$ cat config.mk
export PLATFORM = sky130hd
export DESIGN_NAME = rmap_status_ctrl_flat
export DESIGN_NICKNAME = d
export VERILOG_FILES = /design/src/rtl/rmap_status_pkg.sv /design/src/rtl/rmap_status_ctrl_if.sv /design/src/rtl/rmap_errlog_fifo.sv /design/src/rtl/rmap_status_ctrl.sv /design/src/flat_wrapper.sv
export SDC_FILE = /design/constraint.sdc
export NUM_CORES = 1
export LEC_CHECK = 0
export BUFFER_PORTS_ARGS = -buffer_cell sky130_fd_sc_hd__buf_2
export CAP_MARGIN = 20
export CORE_MARGIN = 5
export CORE_UTILIZATION = 31
export DETAILED_ROUTE_END_ITERATION = 6
export MAX_ROUTING_LAYER = met4
export PLACE_DENSITY = 0.51
export REMOVE_ABC_BUFFERS = 1
export SYNTH_ARGS = -nofsm -noshare
export SYNTH_HDL_FRONTEND = slang
export SYNTH_HIERARCHICAL = 1
export SYNTH_SLANG_ARGS = --single-unit
$ cat constraint.sdc
create_clock -name clk -period 3.7 [get_ports clk]
set_clock_uncertainty 0.2 [all_clocks]
set_input_delay 0.185 -clock clk [delete_from_list [all_inputs] [get_ports clk]]
set_output_delay 0.185 -clock clk [all_outputs]
set_load 0.01 [all_outputs]
$ cat src/rtl/rmap_status_pkg.sv
// Shared definitions for the RMAP target status/control block: register map,
// STATUS bit layout, handshake FSM encoding and the indication bundle type.
// Optional feature macro used by the block: RMAP_STATUS_ERRLOG_EN.
package rmap_status_pkg;

  localparam int unsigned REG_ADDR_W = 3;
  localparam int unsigned REG_DATA_W = 32;
  localparam int unsigned DEF_CNT_W  = 16;
  localparam int unsigned NUM_CNT    = 4;

  // Register indices
  localparam logic [REG_ADDR_W-1:0] REG_CONFIG  = 3'd0;
  localparam logic [REG_ADDR_W-1:0] REG_STATUS  = 3'd1;
  localparam logic [REG_ADDR_W-1:0] REG_WRCNT   = 3'd2;
  localparam logic [REG_ADDR_W-1:0] REG_RDCNT   = 3'd3;
  localparam logic [REG_ADDR_W-1:0] REG_RMWCNT  = 3'd4;
  localparam logic [REG_ADDR_W-1:0] REG_ERRCNT  = 3'd5;
  localparam logic [REG_ADDR_W-1:0] REG_ERRLOG  = 3'd6;
  localparam logic [REG_ADDR_W-1:0] REG_IRQMASK = 3'd7;

  // STATUS bit positions (bits [3:0] are W1C, lastCode sits at [15:8])
  localparam int unsigned STAT_ERR_SEEN = 0;
  localparam int unsigned STAT_ADDR_INV = 1;
  localparam int unsigned STAT_LEN_INV  = 2;
  localparam int unsigned STAT_LOG_OVF  = 3;
  localparam int unsigned STAT_CODE_LSB = 8;

  typedef enum logic [0:0] {
    ST_IDLE = 1'b0,
    ST_ACK  = 1'b1
  } reg_state_t;

  // One bit per target indication, sampled together
  typedef struct packed {
    logic err;
    logic wr;
    logic rd;
    logic rmw;
    logic addrInv;
    logic lenInv;
  } ind_t;

endpackage

$ cat src/rtl/rmap_status_ctrl_if.sv
// Host register port of rmap_status_ctrl.
//   regReq   : access request, 1-cycle pulse
//   regWe    : 1 = write, 0 = read, sampled with regReq
//   regAddr  : register index
//   regWdata : write data
//   regRdata : read data, valid while regAck = 1
//   regAck   : access-complete pulse
interface rmap_status_ctrl_if;
  import rmap_status_pkg::*;

  logic                  regReq;
  logic                  regWe;
  logic [REG_ADDR_W-1:0] regAddr;
  logic [REG_DATA_W-1:0] regWdata;
  logic [REG_DATA_W-1:0] regRdata;
  logic                  regAck;

  modport master (
    output regReq, regWe, regAddr, regWdata,
    input  regRdata, regAck
  );

  modport slave (
    input  regReq, regWe, regAddr, regWdata,
    output regRdata, regAck
  );

endinterface

$ cat src/rtl/rmap_errlog_fifo.sv
// Synchronous DEPTH x W FIFO holding target error codes.
//   push/pushData : enqueue (ignored when full unless a pop happens too)
//   pop           : dequeue (ignored when empty)
//   headData_c    : oldest entry, combinational
//   full_c/empty_c: occupancy flags, combinational
// DEPTH must be a power of two and at least 2.
module rmap_errlog_fifo #(
  parameter int unsigned DEPTH = 4,
  parameter int unsigned W     = 8
) (
  input  logic         clk,
  input  logic         rst_n,
  input  logic         push,
  input  logic [W-1:0] pushData,
  input  logic         pop,
  output logic [W-1:0] headData_c,
  output logic         full_c,
  output logic         empty_c
);

  localparam int unsigned AW = (DEPTH > 1) ? $clog2(DEPTH) : 1;
  localparam int unsigned CW = AW + 1;

  logic [W-1:0]  mem [DEPTH];
  logic [AW-1:0] wrPtr;
  logic [AW-1:0] rdPtr;
  logic [CW-1:0] count;
  logic          doPush;
  logic          doPop;

  assign full_c     = (count == CW'(DEPTH));
  assign empty_c    = (count == '0);
  assign doPop      = pop && !empty_c;
  // A simultaneous pop frees a slot, so a push into a full FIFO still lands
  assign doPush     = push && (!full_c || doPop);
  assign headData_c = mem[rdPtr];

  // Storage needs no reset; count/pointers qualify its contents
  always_ff @(posedge clk) begin
    if (doPush) begin
      mem[wrPtr] <= pushData;
    end
  end

  // Pointers wrap naturally because DEPTH is a power of two
  always_ff @(posedge clk or negedge rst_n) begin
    if (!rst_n) begin
      wrPtr <= '0;
      rdPtr <= '0;
      count <= '0;
    end else begin
      if (doPush) begin
        wrPtr <= wrPtr + AW'(1);
      end
      if (doPop) begin
        rdPtr <= rdPtr + AW'(1);
      end
      case ({doPush, doPop})
        2'b10:   count <= count + CW'(1);
        2'b01:   count <= count - CW'(1);
        default: count <= count;
      endcase
    end
  end

endmodule

$ cat src/rtl/rmap_status_ctrl.sv
// Control/status register block around the RMAP target.
// Drives the target's authentication config, edge-detects its status
// indications into saturating counters and sticky flags, records the last
// error code and raises a maskable level interrupt.
// Optional error-code log FIFO on register 6: define RMAP_STATUS_ERRLOG_EN.
// Ports:
//   clk, rst_n            : clock, asynchronous active-low reset
//   rmapErrorCode         : target error code, valid when errorIndication rises
//   errorIndication       : target error indication (level)
//   writeDataIndication   : write completed
//   readDataIndication    : read completed
//   rmwDataIndication     : read-modify-write completed
//   addrInvalid           : authentication address invalid
//   dataLengthInvalid     : authentication data length invalid
//   configKey             : key to target
//   logicalAddress        : target logical address
//   regBus                : host register port (slave side)
//   irq                   : level interrupt
module rmap_status_ctrl
  import rmap_status_pkg::*;
#(
  parameter int unsigned CNT_W        = DEF_CNT_W,
  parameter logic [7:0]  DEF_KEY      = 8'h20,
  parameter logic [7:0]  DEF_LADDR    = 8'hFE,
  parameter int unsigned ERRLOG_DEPTH = 4
) (
  input  logic                clk,
  input  logic                rst_n,
  input  logic [7:0]          rmapErrorCode,
  input  logic                errorIndication,
  input  logic                writeDataIndication,
  input  logic                readDataIndication,
  input  logic                rmwDataIndication,
  input  logic                addrInvalid,
  input  logic                dataLengthInvalid,
  output logic [7:0]          configKey,
  output logic [7:0]          logicalAddress,
  rmap_status_ctrl_if.slave   regBus,
  output logic                irq
);

  if (CNT_W < 8 || CNT_W > 32) begin : g_bad_cnt_w
    $error("rmap_status_ctrl: CNT_W must be within 8..32");
  end
  if (ERRLOG_DEPTH < 2 || (ERRLOG_DEPTH & (ERRLOG_DEPTH - 1)) != 0) begin : g_bad_depth
    $error("rmap_status_ctrl: ERRLOG_DEPTH must be a power of two >= 2");
  end

  localparam logic [0:0] S_IDLE = 1'(ST_IDLE);
  localparam logic [0:0] S_ACK  = 1'(ST_ACK);

  logic [0:0]                     state;
  logic [0:0]                     stateNext;
  logic                           accept;
  logic                           wrAcc;
  logic                           rdAcc;

  ind_t                           indR;
  ind_t                           indQ;
  ind_t                           indEdge;
  logic [7:0]                     codeR;

  logic [NUM_CNT-1:0][CNT_W-1:0]  cnt;
  logic [NUM_CNT-1:0][CNT_W-1:0]  cntNext;
  logic [NUM_CNT-1:0]             cntEv;
  logic [NUM_CNT-1:0]             cntClr;

  logic [3:0]                     sticky;
  logic [3:0]                     stickySet;
  logic [3:0]                     stickyClr;
  logic [3:0]                     stickyNext;
  logic [3:0]                     irqMask;
  logic [3:0]                     maskNext;
  logic [7:0]                     lastCode;

  logic                           wrConfig;
  logic                           wrStatus;
  logic                           wrMask;
  logic                           logOvfSet;
  logic [REG_DATA_W-1:0]          logRead;
  logic [REG_DATA_W-1:0]          rdMux;
  logic [REG_DATA_W-1:0]          rdataQ;
  logic                           ackQ;
  logic                           unusedWdata;

  assign regBus.regRdata = rdataQ;
  assign regBus.regAck   = ackQ;
  assign unusedWdata     = ^regBus.regWdata[31:16];

  // Handshake FSM: state register
  always_ff @(posedge clk or negedge rst_n) begin
    if (!rst_n) begin
      state <= S_IDLE;
    end else begin
      state <= stateNext;
    end
  end

  // Handshake FSM: next state; requests arriving in ACK are dropped
  always_comb begin
    stateNext = state;
    accept    = 1'b0;
    case (state)
      S_IDLE: begin
        if (regBus.regReq) begin
          accept    = 1'b1;
          stateNext = S_ACK;
        end
      end
      S_ACK:   stateNext = S_IDLE;
      default: stateNext = S_IDLE;
    endcase
  end

  assign wrAcc    = accept && regBus.regWe;
  assign rdAcc    = accept && !regBus.regWe;
  assign wrConfig = wrAcc && (regBus.regAddr == REG_CONFIG);
  assign wrStatus = wrAcc && (regBus.regAddr == REG_STATUS);
  assign wrMask   = wrAcc && (regBus.regAddr == REG_IRQMASK);

  // Indication sampling; history resets to 0 so a level high at release counts
  always_ff @(posedge clk or negedge rst_n) begin
    if (!rst_n) begin
      indR  <= '0;
      indQ  <= '0;
      codeR <= '0;
    end else begin
      indR  <= '{err: errorIndication, wr: writeDataIndication,
                 rd: readDataIndication, rmw: rmwDataIndication,
                 addrInv: addrInvalid, lenInv: dataLengthInvalid};
      indQ  <= indR;
      codeR <= rmapErrorCode;
    end
  end

  assign indEdge = ind_t'(indR & ~indQ);

  // Event log (optional)
`ifdef RMAP_STATUS_ERRLOG_EN
  logic       logPop;
  logic       logFull;
  logic       logEmpty;
  logic [7:0] logHead;

  assign logPop = rdAcc && (regBus.regAddr == REG_ERRLOG) && !logEmpty;

  rmap_errlog_fifo #(
    .DEPTH (ERRLOG_DEPTH),
    .W     (8)
  ) u_errlog (
    .clk        (clk),
    .rst_n      (rst_n),
    .push       (indEdge.err),
    .pushData   (codeR),
    .pop        (logPop),
    .headData_c (logHead),
    .full_c     (logFull),
    .empty_c    (logEmpty)
  );

  assign logOvfSet = indEdge.err && logFull && !logPop;
  assign logRead   = logEmpty ? '0 : {23'h0, 1'b1, logHead};
`else
  assign logOvfSet = 1'b0;
  assign logRead   = '0;
`endif

  // Counter next values: clear and a coincident event yield 1; saturate at all-ones
  assign cntEv = {indEdge.err, indEdge.rmw, indEdge.rd, indEdge.wr};

  always_comb begin
    cntClr  = '0;
    cntNext = cnt;
    for (int i = 0; i < int'(NUM_CNT); i++) begin
      cntClr[i] = wrAcc && (regBus.regAddr == (REG_WRCNT + 3'(i)));
      if (cntClr[i]) begin
        cntNext[i] = CNT_W'(cntEv[i]);
      end else if (cntEv[i] && (cnt[i] != '1)) begin
        cntNext[i] = cnt[i] + CNT_W'(1);
      end
    end
  end

  // Sticky flags: a new set beats a coincident W1C
  always_comb begin
    stickySet                = '0;
    stickySet[STAT_ERR_SEEN] = indEdge.err;
    stickySet[STAT_ADDR_INV] = indEdge.addrInv;
    stickySet[STAT_LEN_INV]  = indEdge.lenInv;
    stickySet[STAT_LOG_OVF]  = logOvfSet;
    stickyClr  = wrStatus ? regBus.regWdata[3:0] : '0;
    stickyNext = (sticky & ~stickyClr) | stickySet;
    maskNext   = wrMask ? regBus.regWdata[3:0] : irqMask;
  end

  // Read mux uses current values, so a read racing an event sees the old value
  always_comb begin
    rdMux = '0;
    case (regBus.regAddr)
      REG_CONFIG:  rdMux = {16'h0, logicalAddress, configKey};
      REG_STATUS:  rdMux = (32'(lastCode) << STAT_CODE_LSB) | 32'(sticky);
      REG_WRCNT:   rdMux = 32'(cnt[0]);
      REG_RDCNT:   rdMux = 32'(cnt[1]);
      REG_RMWCNT:  rdMux = 32'(cnt[2]);
      REG_ERRCNT:  rdMux = 32'(cnt[3]);
      REG_ERRLOG:  rdMux = logRead;
      REG_IRQMASK: rdMux = 32'(irqMask);
      default:     rdMux = '0;
    endcase
  end

  // Register state, counters, interrupt and host response
  always_ff @(posedge clk or negedge rst_n) begin
    if (!rst_n) begin
      configKey      <= DEF_KEY;
      logicalAddress <= DEF_LADDR;
      cnt            <= '0;
      sticky         <= '0;
      irqMask        <= '0;
      lastCode       <= '0;
      irq            <= 1'b0;
      ackQ           <= 1'b0;
      rdataQ         <= '0;
    end else begin
      if (wrConfig) begin
        configKey      <= regBus.regWdata[7:0];
        logicalAddress <= regBus.regWdata[15:8];
      end
      if (indEdge.err) begin
        lastCode <= codeR;
      end
      cnt     <= cntNext;
      sticky  <= stickyNext;
      irqMask <= maskNext;
      irq     <= |(stickyNext & maskNext);
      ackQ    <= accept;
      rdataQ  <= rdAcc ? rdMux : '0;
    end
  end

endmodule

$ cat src/flat_wrapper.sv
// flat-port wrapper written by rule: the top's interface ports become plain ports
module rmap_status_ctrl_flat import rmap_status_pkg::*;
#(
  parameter int unsigned CNT_W        = DEF_CNT_W,
  parameter logic [7:0]  DEF_KEY      = 8'h20,
  parameter logic [7:0]  DEF_LADDR    = 8'hFE,
  parameter int unsigned ERRLOG_DEPTH = 4
)
  (clk, rst_n, rmapErrorCode, errorIndication, writeDataIndication, readDataIndication, rmwDataIndication, addrInvalid, dataLengthInvalid, configKey, logicalAddress, irq, regBus_regReq, regBus_regWe, regBus_regAddr, regBus_regWdata, regBus_regRdata, regBus_regAck);
  rmap_status_ctrl_if regBus_i ();
  input  logic clk;
  input  logic rst_n;
  input  logic [7:0] rmapErrorCode;
  input  logic errorIndication;
  input  logic writeDataIndication;
  input  logic readDataIndication;
  input  logic rmwDataIndication;
  input  logic addrInvalid;
  input  logic dataLengthInvalid;
  output logic [7:0] configKey;
  output logic [7:0] logicalAddress;
  output logic irq;
  input wire logic [$bits(regBus_i.regReq)-1:0] regBus_regReq;
  input wire logic [$bits(regBus_i.regWe)-1:0] regBus_regWe;
  input wire logic [$bits(regBus_i.regAddr)-1:0] regBus_regAddr;
  input wire logic [$bits(regBus_i.regWdata)-1:0] regBus_regWdata;
  output wire logic [$bits(regBus_i.regRdata)-1:0] regBus_regRdata;
  output wire logic [$bits(regBus_i.regAck)-1:0] regBus_regAck;
  assign regBus_i.regReq = regBus_regReq;
  assign regBus_i.regWe = regBus_regWe;
  assign regBus_i.regAddr = regBus_regAddr;
  assign regBus_i.regWdata = regBus_regWdata;
  assign regBus_regRdata = regBus_i.regRdata;
  assign regBus_regAck = regBus_i.regAck;
  rmap_status_ctrl #(.CNT_W(CNT_W), .DEF_KEY(DEF_KEY), .DEF_LADDR(DEF_LADDR), .ERRLOG_DEPTH(ERRLOG_DEPTH)) u_core (.clk(clk), .rst_n(rst_n), .rmapErrorCode(rmapErrorCode), .errorIndication(errorIndication), .writeDataIndication(writeDataIndication), .readDataIndication(readDataIndication), .rmwDataIndication(rmwDataIndication), .addrInvalid(addrInvalid), .dataLengthInvalid(dataLengthInvalid), .configKey(configKey), .logicalAddress(logicalAddress), .regBus(regBus_i), .irq(irq));
endmodule
-- Yosys cells after proc, flatten, opt, wreduce, memory -nomap -nowiden
Index checks and enable logic that the tools add are counted.
- bits in registers: 151
- latch bits: 0
- RAM bits: 0
- ROM bits: 0
- input port bits: 53
- output and inout port bits: 50
- logic and storage cells: 84
- memories kept: 0
- add/subtract/negate cells: 4
- $mul: 0
- div/mod/pow operators: 0
- $lt $le $gt $ge: 0
- equality and inequality tests: 11
- shift operators: 0
- mux-type cells: 15
- bitwise gates (word level): 8
- reductions and logical operators: 20
- operators with widths (cell ; count):
    $pmux 32 s8 ; 1
    $mux 16 ; 8
    $add 16x1->16 const B ; 4
    $ne 16x16->1 const B ; 4
    $mux 32 ; 1
    $or 16x4->16 ; 1
    $logic_and 1x1->1 ; 13
    $eq 3x3->1 const B ; 4
    $and 4x4->4 ; 2
    $mux 4 ; 2
    $reduce_bool 2->1 ; 4
    $and 6x6->6 ; 1
    $eq 3x2->1 const B ; 2
    $not 6->6 ; 1
    $not 4->4 ; 1
    $or 4x3->4 ; 1
    $reduce_or 4->1 ; 1
    $eq 3x1->1 const B ; 1
    $logic_not 3->1 ; 1
    $mux 1 ; 2
    $pmux 1 s2 ; 1
    $logic_not 1->1 ; 1
    $not 1->1 ; 1

-- Logic depth before layout (Yosys ltp)
Gate-level depths: netlist of run 1.
- depth in word-level cells: 10
- gate-level depth with buffers: 7
- depth with buffers taken out: 6

-- Worst setup path after synthesis of run 1
No wires, ideal clock.
- path type: reg2reg
- start: register u_core/cnt[16] (netlist bit)
- end: register u_core/cnt[23] (netlist bit)
- setup time: 66 ps
- arrival time: 1703 ps
- path slack: 1731 ps
- stages on the path, launching flop included: 7
- cells stage by stage: dfrtp_1 ha_1 and3_1 nand4_1 o2111ai_1 or4_1 nand2_1
- longest elaborated chain between the ends: 3
- elaborated cells on any way between the ends: 6
- ends and longest elaborated chain (element ; RTL line ; RTL):
    from (decl) ; rmap_status_ctrl.sv:63 ; logic [NUM_CNT-1:0][CNT_W-1:0] cnt;
    from (signal assigned) ; rmap_status_ctrl.sv:232 ; cnt <= cntNext;
    $add 16x1->16 / $ne 16x16->1 (equally long branches) ; rmap_status_ctrl.sv:179, rmap_status_ctrl.sv:178 ;
    $mux 16 / $logic_and 1x1->1 (equally long branches) ; rmap_status_ctrl.sv:178 ; end else if (cntEv[i] && (cnt[i] != '1)) begin
    $mux 16 / $reduce_bool 2->1 (equally long branches) ; -- ;
Several ways; a longest one is shown, not always the timed one. The select of a mux whose other input is x is not followed.
A chain may end at the register's enable or synchronous reset.

-- Worst setup path in the final report of run 1
- start: register u_core/cnt[1] (netlist bit)
- end: register u_core/cnt[0] (netlist bit)
- longest elaborated chain between the ends: 3
- ends and longest elaborated chain (element ; RTL line):
    $ne 16x16->1 ; rmap_status_ctrl.sv:178
    $logic_and 1x1->1 ; rmap_status_ctrl.sv:178
    $reduce_bool 2->1 (no line) ; --
Every way passes these cells.

==> impl_metrics.py, run 1 <==
metrics = {
    "status": {
        "status": "finished, final reports clean",
    },
    "worst_setup_path": {
        "start_kind": "flop",
        "r2r_cells": 7,
        "reg2reg_to": "u_core/cnt[0]$_DFFE_PN0P_",
        "cp.arrival_ns": 2.47,
        "path_class": "flop to flop",
        "crit_path_end": "u_core/cnt[0]$_DFFE_PN0P_",
        "reg2reg_from": "u_core/cnt[1]$_DFFE_PN0P_",
        "critPathLaunch": "u_core/cnt[1]$_DFFE_PN0P_",
        "required_ns": 3.79,
        "cp-end-kind": "flop",
        "worst-r2r-setup-slack_ns": 1.32,
        "crit_fanout": 8,
    },
    "cts": {
        "cts.clk_slew.worst_paths_ns": 0.06,
        "postCtsSetupBuffers": 0,
        "clkSinkCount": 134,
        "cts_tree": "built",
        "cts_resized": 0,
        "holdBufCountCts": 32,
        "clock_path_buffers": 2,
        "numCtsBuffers": 17,
        "cts_root_buf": "clkbuf_16",
        "h-tree-depth": 4,
        "clock_latency_ns": 0.43,
    },
    "layout": {
        "diodes": 0,
        "syn_to_final_growth_pct": 22.27,
        "final_cell_mix": "dfrtp_1, nor2_1, buf_2",
        "final_nets": 809,
        "drive_gt1_share_pct": 17.65,
        "final_cells": 1040,
        "mostFrequentLayoutCell": "dfrtp_1",
    },
    "global_routing": {
        "grt_usage_pct": 14.99,
        "grt-ovfl-total": 0,
        "grt_first_pass_wirelength_um": 28170,
        "antenna_found_initial": 0,
        "grt_pass1_vias": 5385,
        "grt_max_degree": 100,
    },
    "timing": {
        "hold_viol_final": 0,
        "fin_crit_ns": 2.379,
        "hold_slack_ns": 0.03841,
        "tightest_slew_ns": 0.9419,
        "setup_viol": 0,
        "clock.fmax_ghz": 0.4204,
        "fin_crit_sh_pct": 64.29,
        "drv_slew": 0,
        "setup_tns_ns": 0,
        "maxSlewHeadroom_pct": 37.08,
        "rsz0062_at_grt": "no",
    },
    "floorplan": {
        "initial_utilization_pct": 31.65,
        "pin_count": 103,
        "core_area_um2": 21090,
        "die_x_um": 156.7,
        "rows": 53,
        "die_area_um2": 24570,
        "fp.dieH_um": 156.7,
    },
    "yosys": {
        "ys_types": 60,
        "synth_top_cell_area_share_pct": 47.24,
        "synthSimpleGateAreaFrac_pct": 19.76,
        "synth-main-ff-cell": "dfrtp_1",
        "synthAdderAreaFrac_pct": 0.7498,
        "avgSynthCellArea_um2": 10.22,
        "synth_compound_gate_area_share_pct": 12.65,
        "syn_inst": 653,
        "synth_async_sr_flop_share_pct": 100.0,
        "synth_edf_count": 0,
        "yosysWarningCount": 6,
        "synth-xor-area-share_pct": 5.380,
        "netlist_top_cells_area": "dfrtp_1, nor2_1, mux2_1",
        "synth_top_family_by_area": "simple AND/OR/NAND/NOR gates",
        "yosysTopAreaCell": "dfrtp_1",
        "synthMuxAreaShare_pct": 6.054,
        "ys_seq_elements": 134,
        "yosysSeqAreaShare_pct": 50.38,
        "syn_area_um2": 6675,
    },
    "detailed_routing": {
        "route.detailed.drc": 0,
        "dr.first_iter.drc_count": 326,
        "wl_um": 17440,
        "drt_first_pass_iters": 5,
        "num_vias": 5295,
        "ant_nets": 0,
        "wl_per_cell_um": 16.77,
        "vias_per_cell": 5.091,
    },
    "place": {
        "routabilityCongestion": 0.8747,
        "port_buffers": 70,
        "post-place-cells": 976,
        "dp_hpwl_um": 12500,
    },
    "power": {
        "p_per_area_nw_per_um2": 603.7,
        "p_leak_nw": 3.541,
        "vdd_drop_max_uv": 324.2,
    },
    "flow_run": {
        "max-cap-violations": 0,
    },
    "min_path": {
        "min_path_type": "input pin to flop",
        "hold_path_depth": 4,
    },
}
[flip-flops by register name, summed over array words and instances (netlist names)]
| name | cells |
|---|---|
| u_core/logicalAddress | 8 |
| u_core/cnt | 64 |
| u_core/indR | 6 |
| u_core/sticky | 4 |
| u_core/indQ | 6 |
| u_core/configKey | 8 |
| u_core/codeR | 8 |
| u_core/irqMask | 4 |
| u_core/regBus.regAck | 1 |
| u_core/regBus.regRdata | 16 |
| u_core/lastCode | 8 |
| u_core/irq | 1 |
[layout make-up]
cell class,count,area (um^2)
fillers,2090,12930
inverters,19,71.32
flip-flops and latches,134,3363
clock buffers,20,456.7
repair buffers,110,737.0
well taps,275,344.1
clock inverters,12,152.6
multi-input cells,470,3037
[through the flow]
step	worst slack, ns	instance area, um^2	power [mW]	utilization, %
floorplan	1.180	6471	2.773	-
global placement	1.181	7232	3.134	34.29
detailed placement	1.177	7232	3.179	34.29
CTS	1.327	8162	4.971	38.70
global route	1.186	8162	5.212	38.70
finish	1.321	8162	4.927	38.70
[Yosys cell counts, drive strengths merged (15+ instances only)]
cell,n
dfrtp,126
nor2,75
nand2,57
buf,30
nand3,24
o21ai,24
xor2,23
mux2,21
a221oi,20
a21oi,18
inv,18
nand4,18
xnor2,18
clkbuf,15
nand2b,15
[kinds of logic (layout without fill, tap and decap cells)]
kind of cell / count (synthesis) / in the layout
buf+inv: 64 / 161
other cells: 1 / 16
simple gates: 258 / 258
mux: 34 / 34
xor+xnor: 41 / 41
fa+ha+maj: 4 / 4
flops: 134 / 134
compound gates: 117 / 117
[worst min-delay path by stage]
stage                            start                                   end  slack [ns]
floorplan                        rst_n             u_core/cnt[0]$_DFFE_PN0P_       -0.31
global placement    readDataIndication              u_core/indR[3]$_DFF_PN0_        0.09
detailed placement   rmwDataIndication              u_core/indR[2]$_DFF_PN0_        0.09
CTS                       regBus_regWe   u_core/regBus.regRdata[3]$_DFF_PN0_        0.03
global route              regBus_regWe   u_core/regBus.regRdata[7]$_DFF_PN0_        0.07
finish                    regBus_regWe  u_core/regBus.regRdata[11]$_DFF_PN0_        0.04
[per-layer routing]
layer	wire length, um	vias up	track usage [%]
li1	-	2519	-
met5	0	-	-
met1	7663	2659	18.00
met2	8955	104	25.41
met4	189	0	4.835
met3	634	13	2.904
[worst max-delay path, cell delays in order (launching register included)]
cell and delay, ns:
dfrtp_1 0.41, ha_1 0.19, nand3_1 0.19, nor4_1 0.61, buf_4 0.27, a21oi_1 0.12, a22oi_1 0.16, o31ai_1 0.09
[power by group]
group | internal [mW] | leakage (nW) | switching [mW]
registers | 1.83 | 1.64 | 0.444
clock network | 1.09 | 0.300 | 0.643
logic | 0.427 | 1.60 | 0.489
Power figures use the tool's default switching activity.
==> run 2: changes to the inputs <==
--- a/config.mk
+++ b/config.mk
@@ -5,13 +5,14 @@
 export SDC_FILE = /design/constraint.sdc
 export NUM_CORES = 1
 export LEC_CHECK = 0
+export ABC_AREA = 1
 export BUFFER_PORTS_ARGS = -buffer_cell sky130_fd_sc_hd__buf_2
 export CAP_MARGIN = 20
 export CORE_MARGIN = 5
 export CORE_UTILIZATION = 31
 export DETAILED_ROUTE_END_ITERATION = 6
 export MAX_ROUTING_LAYER = met4
-export PLACE_DENSITY = 0.51
+export PLACE_DENSITY = 0.52
 export REMOVE_ABC_BUFFERS = 1
 export SYNTH_ARGS = -nofsm -noshare
 export SYNTH_HDL_FRONTEND = slang
==> constraint.sdc (replaced) <==
create_clock -name clk -period 2.1 [get_ports clk]
set_clock_uncertainty 0.2 [all_clocks]
set_input_delay 0.105 -clock clk [delete_from_list [all_inputs] [get_ports clk]]
set_output_delay 0.105 -clock clk [all_outputs]
set_load 0.01 [all_outputs]
==> run 2 against run 1 <==
Clock power increased by 59%. Register-to-register slack got worse by 1.2 ns. Design area increased by 11%. Critical path depth increased by 1. Global-route usage increased by 1.6 points. Combinational power increased by 37%. Final cell count increased by 36%. Die area increased by 8.3%. Critical endpoint is now u_core/cnt[4]$_DFFE_PN0P_. Setup slack got worse by 1.2 ns. Area after synthesis increased by 8.9%. Worst hold slack got worse by 0.028 ns. Power increased by 47%.
==> impl_metrics.py, run 2 <==
metrics = {
    "detailed_routing": {
        "wl_per_cell_um": 14.69,
        "route.detailed.drc": 0,
        "num_vias": 6615,
        "drt_first_pass_iters": 7,
        "dr.first_iter.drc_count": 401,
        "wl_um": 20790,
        "vias_per_cell": 4.675,
        "ant_nets": 0,
    },
    "floorplan": {
        "die_x_um": 163.1,
        "rows": 56,
        "core_area_um2": 23260,
        "die_area_um2": 26610,
        "initial_utilization_pct": 31.25,
        "pin_count": 103,
        "fp.dieH_um": 163.1,
    },
    "cts": {
        "h-tree-depth": 4,
        "cts_root_buf": "clkbuf_16",
        "clock_latency_ns": 0.42,
        "clkSinkCount": 134,
        "numCtsBuffers": 17,
        "cts_tree": "built",
        "clock_path_buffers": 2,
        "cts.clk_slew.worst_paths_ns": 0.06,
    },
    "worst_setup_path": {
        "required_ns": 2.19,
        "slowest_stage": "dfrtp_1",
        "reg2reg_from": "u_core/cnt[0]$_DFFE_PN0P_",
        "crit_fanout": 12,
        "path_delay_family": "simple AND/OR/NAND/NOR gates",
        "slowest_delay_ns": 0.39,
        "crit_top_cell": "nand2_1",
        "r2r_cells": 8,
        "critical_path_buf_inv_count": 0,
        "cp-end-kind": "flop",
        "path_class": "flop to flop",
        "start_kind": "flop",
        "critical_path.cell_chain": "ha_1, nand2_1, nor2_1, nand3_1, o21bai_1, nand2_1, nand2_1, o21ai_0",
        "cp.arrival_ns": 2.03,
        "worst-r2r-setup-slack_ns": 0.16,
        "reg2reg_to": "u_core/cnt[4]$_DFFE_PN0P_",
    },
    "timing": {
        "setup_tns_ns": 0,
        "tightest_slew_ns": 0.5624,
        "maxSlewHeadroom_pct": 62.42,
        "rsz0062_at_grt": "no",
        "fin_crit_ns": 1.939,
        "fin_crit_sh_pct": 92.33,
        "hold_slack_ns": 0.01033,
        "clock.fmax_ghz": 0.5157,
        "drv_slew": 0,
        "hold_viol_final": 0,
        "setup_viol": 0,
    },
    "yosys": {
        "netlist_top_cells_area": "dfrtp_1, nand2_1, o21ai_0",
        "synth-main-ff-cell": "dfrtp_1",
        "yosysTopAreaCell": "dfrtp_1",
        "syn_inst": 944,
        "yosysWarningCount": 6,
        "avgSynthCellArea_um2": 7.701,
        "ys_seq_elements": 134,
        "synth.most_common_cell": "nand2_1",
        "syn_area_um2": 7269,
        "synthTopCellsByCount": "nand2_1, dfrtp_1, nor2_1",
        "synth_async_sr_flop_share_pct": 100.0,
        "yosysSeqAreaShare_pct": 46.27,
        "ys_types": 38,
        "synth_top_cell_area_share_pct": 43.37,
        "synth_edf_count": 0,
    },
    "layout": {
        "diodes": 0,
        "mostFrequentLayoutCell": "nand2_1",
        "final_nets": 1141,
        "fin_area_um2": 9062,
        "drive_gt1_share_pct": 17.61,
        "syn_to_final_growth_pct": 24.66,
        "largest_reg_flops": 64,
        "fillers": 2464,
        "final_cell_mix": "nand2_1, dfrtp_1, nor2_1",
        "regMostFlops": "u_core/cnt",
    },
    "flow_run": {
        "max-cap-violations": 0,
    },
    "power": {
        "p_per_area_nw_per_um2": 800.5,
        "vdd_drop_max_uv": 533.8,
        "report.power.total_mw": 7.254,
        "p_leak_nw": 4.348,
    },
    "place": {
        "dp_hpwl_um": 15720,
        "port_buffers": 70,
        "post_dp_cell_area_um2": 8155,
        "routabilityCongestion": 0.8583,
    },
    "global_routing": {
        "grt_usage_pct": 16.61,
        "antenna_found_initial": 0,
        "grt_first_pass_wirelength_um": 33550,
        "grt_max_degree": 48,
        "grt_pass1_vias": 6341,
        "grt-ovfl-total": 0,
    },
    "status": {
        "status": "finished, final reports clean",
    },
    "min_path": {
        "min_path_type": "input pin to async pin",
    },
}
[run 2: cell types whose count changed in the layout (fill, tap and decap cells not counted), moves of 13 or more]
| cell | before | now |
|---|---|---|
| nand2_1 | 57 | 320 |
| inv_1 | 18 | 88 |
| o21ai_0 | 12 | 74 |
| buf_4 | 8 | 33 |
| nand3_1 | 24 | 45 |
| a221oi_1 | 20 | 0 |
| nor2_1 | 74 | 94 |
| mux2_1 | 19 | 0 |
| nand4_1 | 17 | 36 |
| xnor2_1 | 18 | 0 |
| nand2b_1 | 15 | 0 |
| mux2_2 | 2 | 15 |
| nor2_4 | 1 | 14 |
[run 2: logic make-up (layout without fill, tap and decap cells)]
group / count (synthesis) / after routing / synth area share, %
AND/OR/NAND/NOR: 539 / 540 / 32.43
flip-flops: 134 / 134 / 46.26
buffers and inverters: 124 / 260 / 7.935
AO/OA/AOI/OAI: 111 / 111 / 8.382
XOR/XNOR: 16 / 16 / 1.928
multiplexers: 15 / 15 / 2.324
adder cells (fa/ha/maj): 4 / 4 / 0.6885
other: 1 / 16 / 0.05159
[run 2: final cells by class]
type	count	area [um^2]	share of cell area, %
multi-input combinational	702	3427	37.82
sequential	134	3363	37.11
timing repair buffer	139	994.7	10.98
clock buffer	19	432.9	4.777
tap	319	399.1	4.404
inverter	90	337.8	3.728
clock inverter	12	107.6	1.187
[run 2: power by group]
part           total, mW  internal (mW)  switching [mW]  leakage [nW]
clock network       2.77           1.62            1.16         0.259
logic               1.26          0.513           0.747          2.38
registers           3.22           2.92           0.298          1.71
total               7.25           5.05            2.20          4.35
[run 2: worst max-delay path by stage]
| stage | cells after the start | endpoint | from |
|---|---|---|---|
| 2_1_floorplan | 9 | u_core/cnt[29]$_DFFE_PN0P_ | u_core/cnt[16]$_DFFE_PN0P_ |
| 6_report | 8 | u_core/cnt[4]$_DFFE_PN0P_ | u_core/cnt[0]$_DFFE_PN0P_ |
| 3_5_place_dp | 8 | u_core/cnt[59]$_DFFE_PN0P_ | u_core/cnt[48]$_DFFE_PN0P_ |
| 5_1_grt | 8 | u_core/cnt[0]$_DFFE_PN0P_ | u_core/cnt[0]$_DFFE_PN0P_ |
| 4_1_cts | 8 | u_core/cnt[59]$_DFFE_PN0P_ | u_core/cnt[48]$_DFFE_PN0P_ |
| 3_3_place_gp | 10 | u_core/cnt[11]$_DFFE_PN0P_ | u_core/cnt[0]$_DFFE_PN0P_ |
[run 2: layer usage]
layer / vias up / GRT usage, % / wire, um
met5: - / - / 0
met4: 0 / 4.804 / 428
met3: 29 / 3.684 / 1074
met2: 179 / 25.62 / 9622
met1: 3089 / 22.09 / 9665
li1: 3318 / - / -
[run 2: what timing repair did]
item	in CTS	in global routing
resized for setup	0	7
endpoints found under the setup margin	0	33
hold buffers	33	0
hold endpoints to repair	169	0
buffers inserted	0	0
[run 2: worst reg2reg max path, delay by kind of cell, from the launching register on]
family,cells,cell delay (ns)
compound gates,2,0.23
fa+ha+maj,1,0.21
flops,1,0.39
simple gates,5,0.78
[run 2: metrics by stage]
step / utilization (%) / std cells / setup WS (ns)
after floorplan: - / 925 / 0.2374
after global routing: 38.96 / 1415 / 0.01261
after detailed placement: 35.06 / 1350 / 0.04711
final: 38.96 / 1415 / 0.1611
after CTS: 38.80 / 1414 / 0.03325
after global placement: 35.06 / 1350 / 0.09449
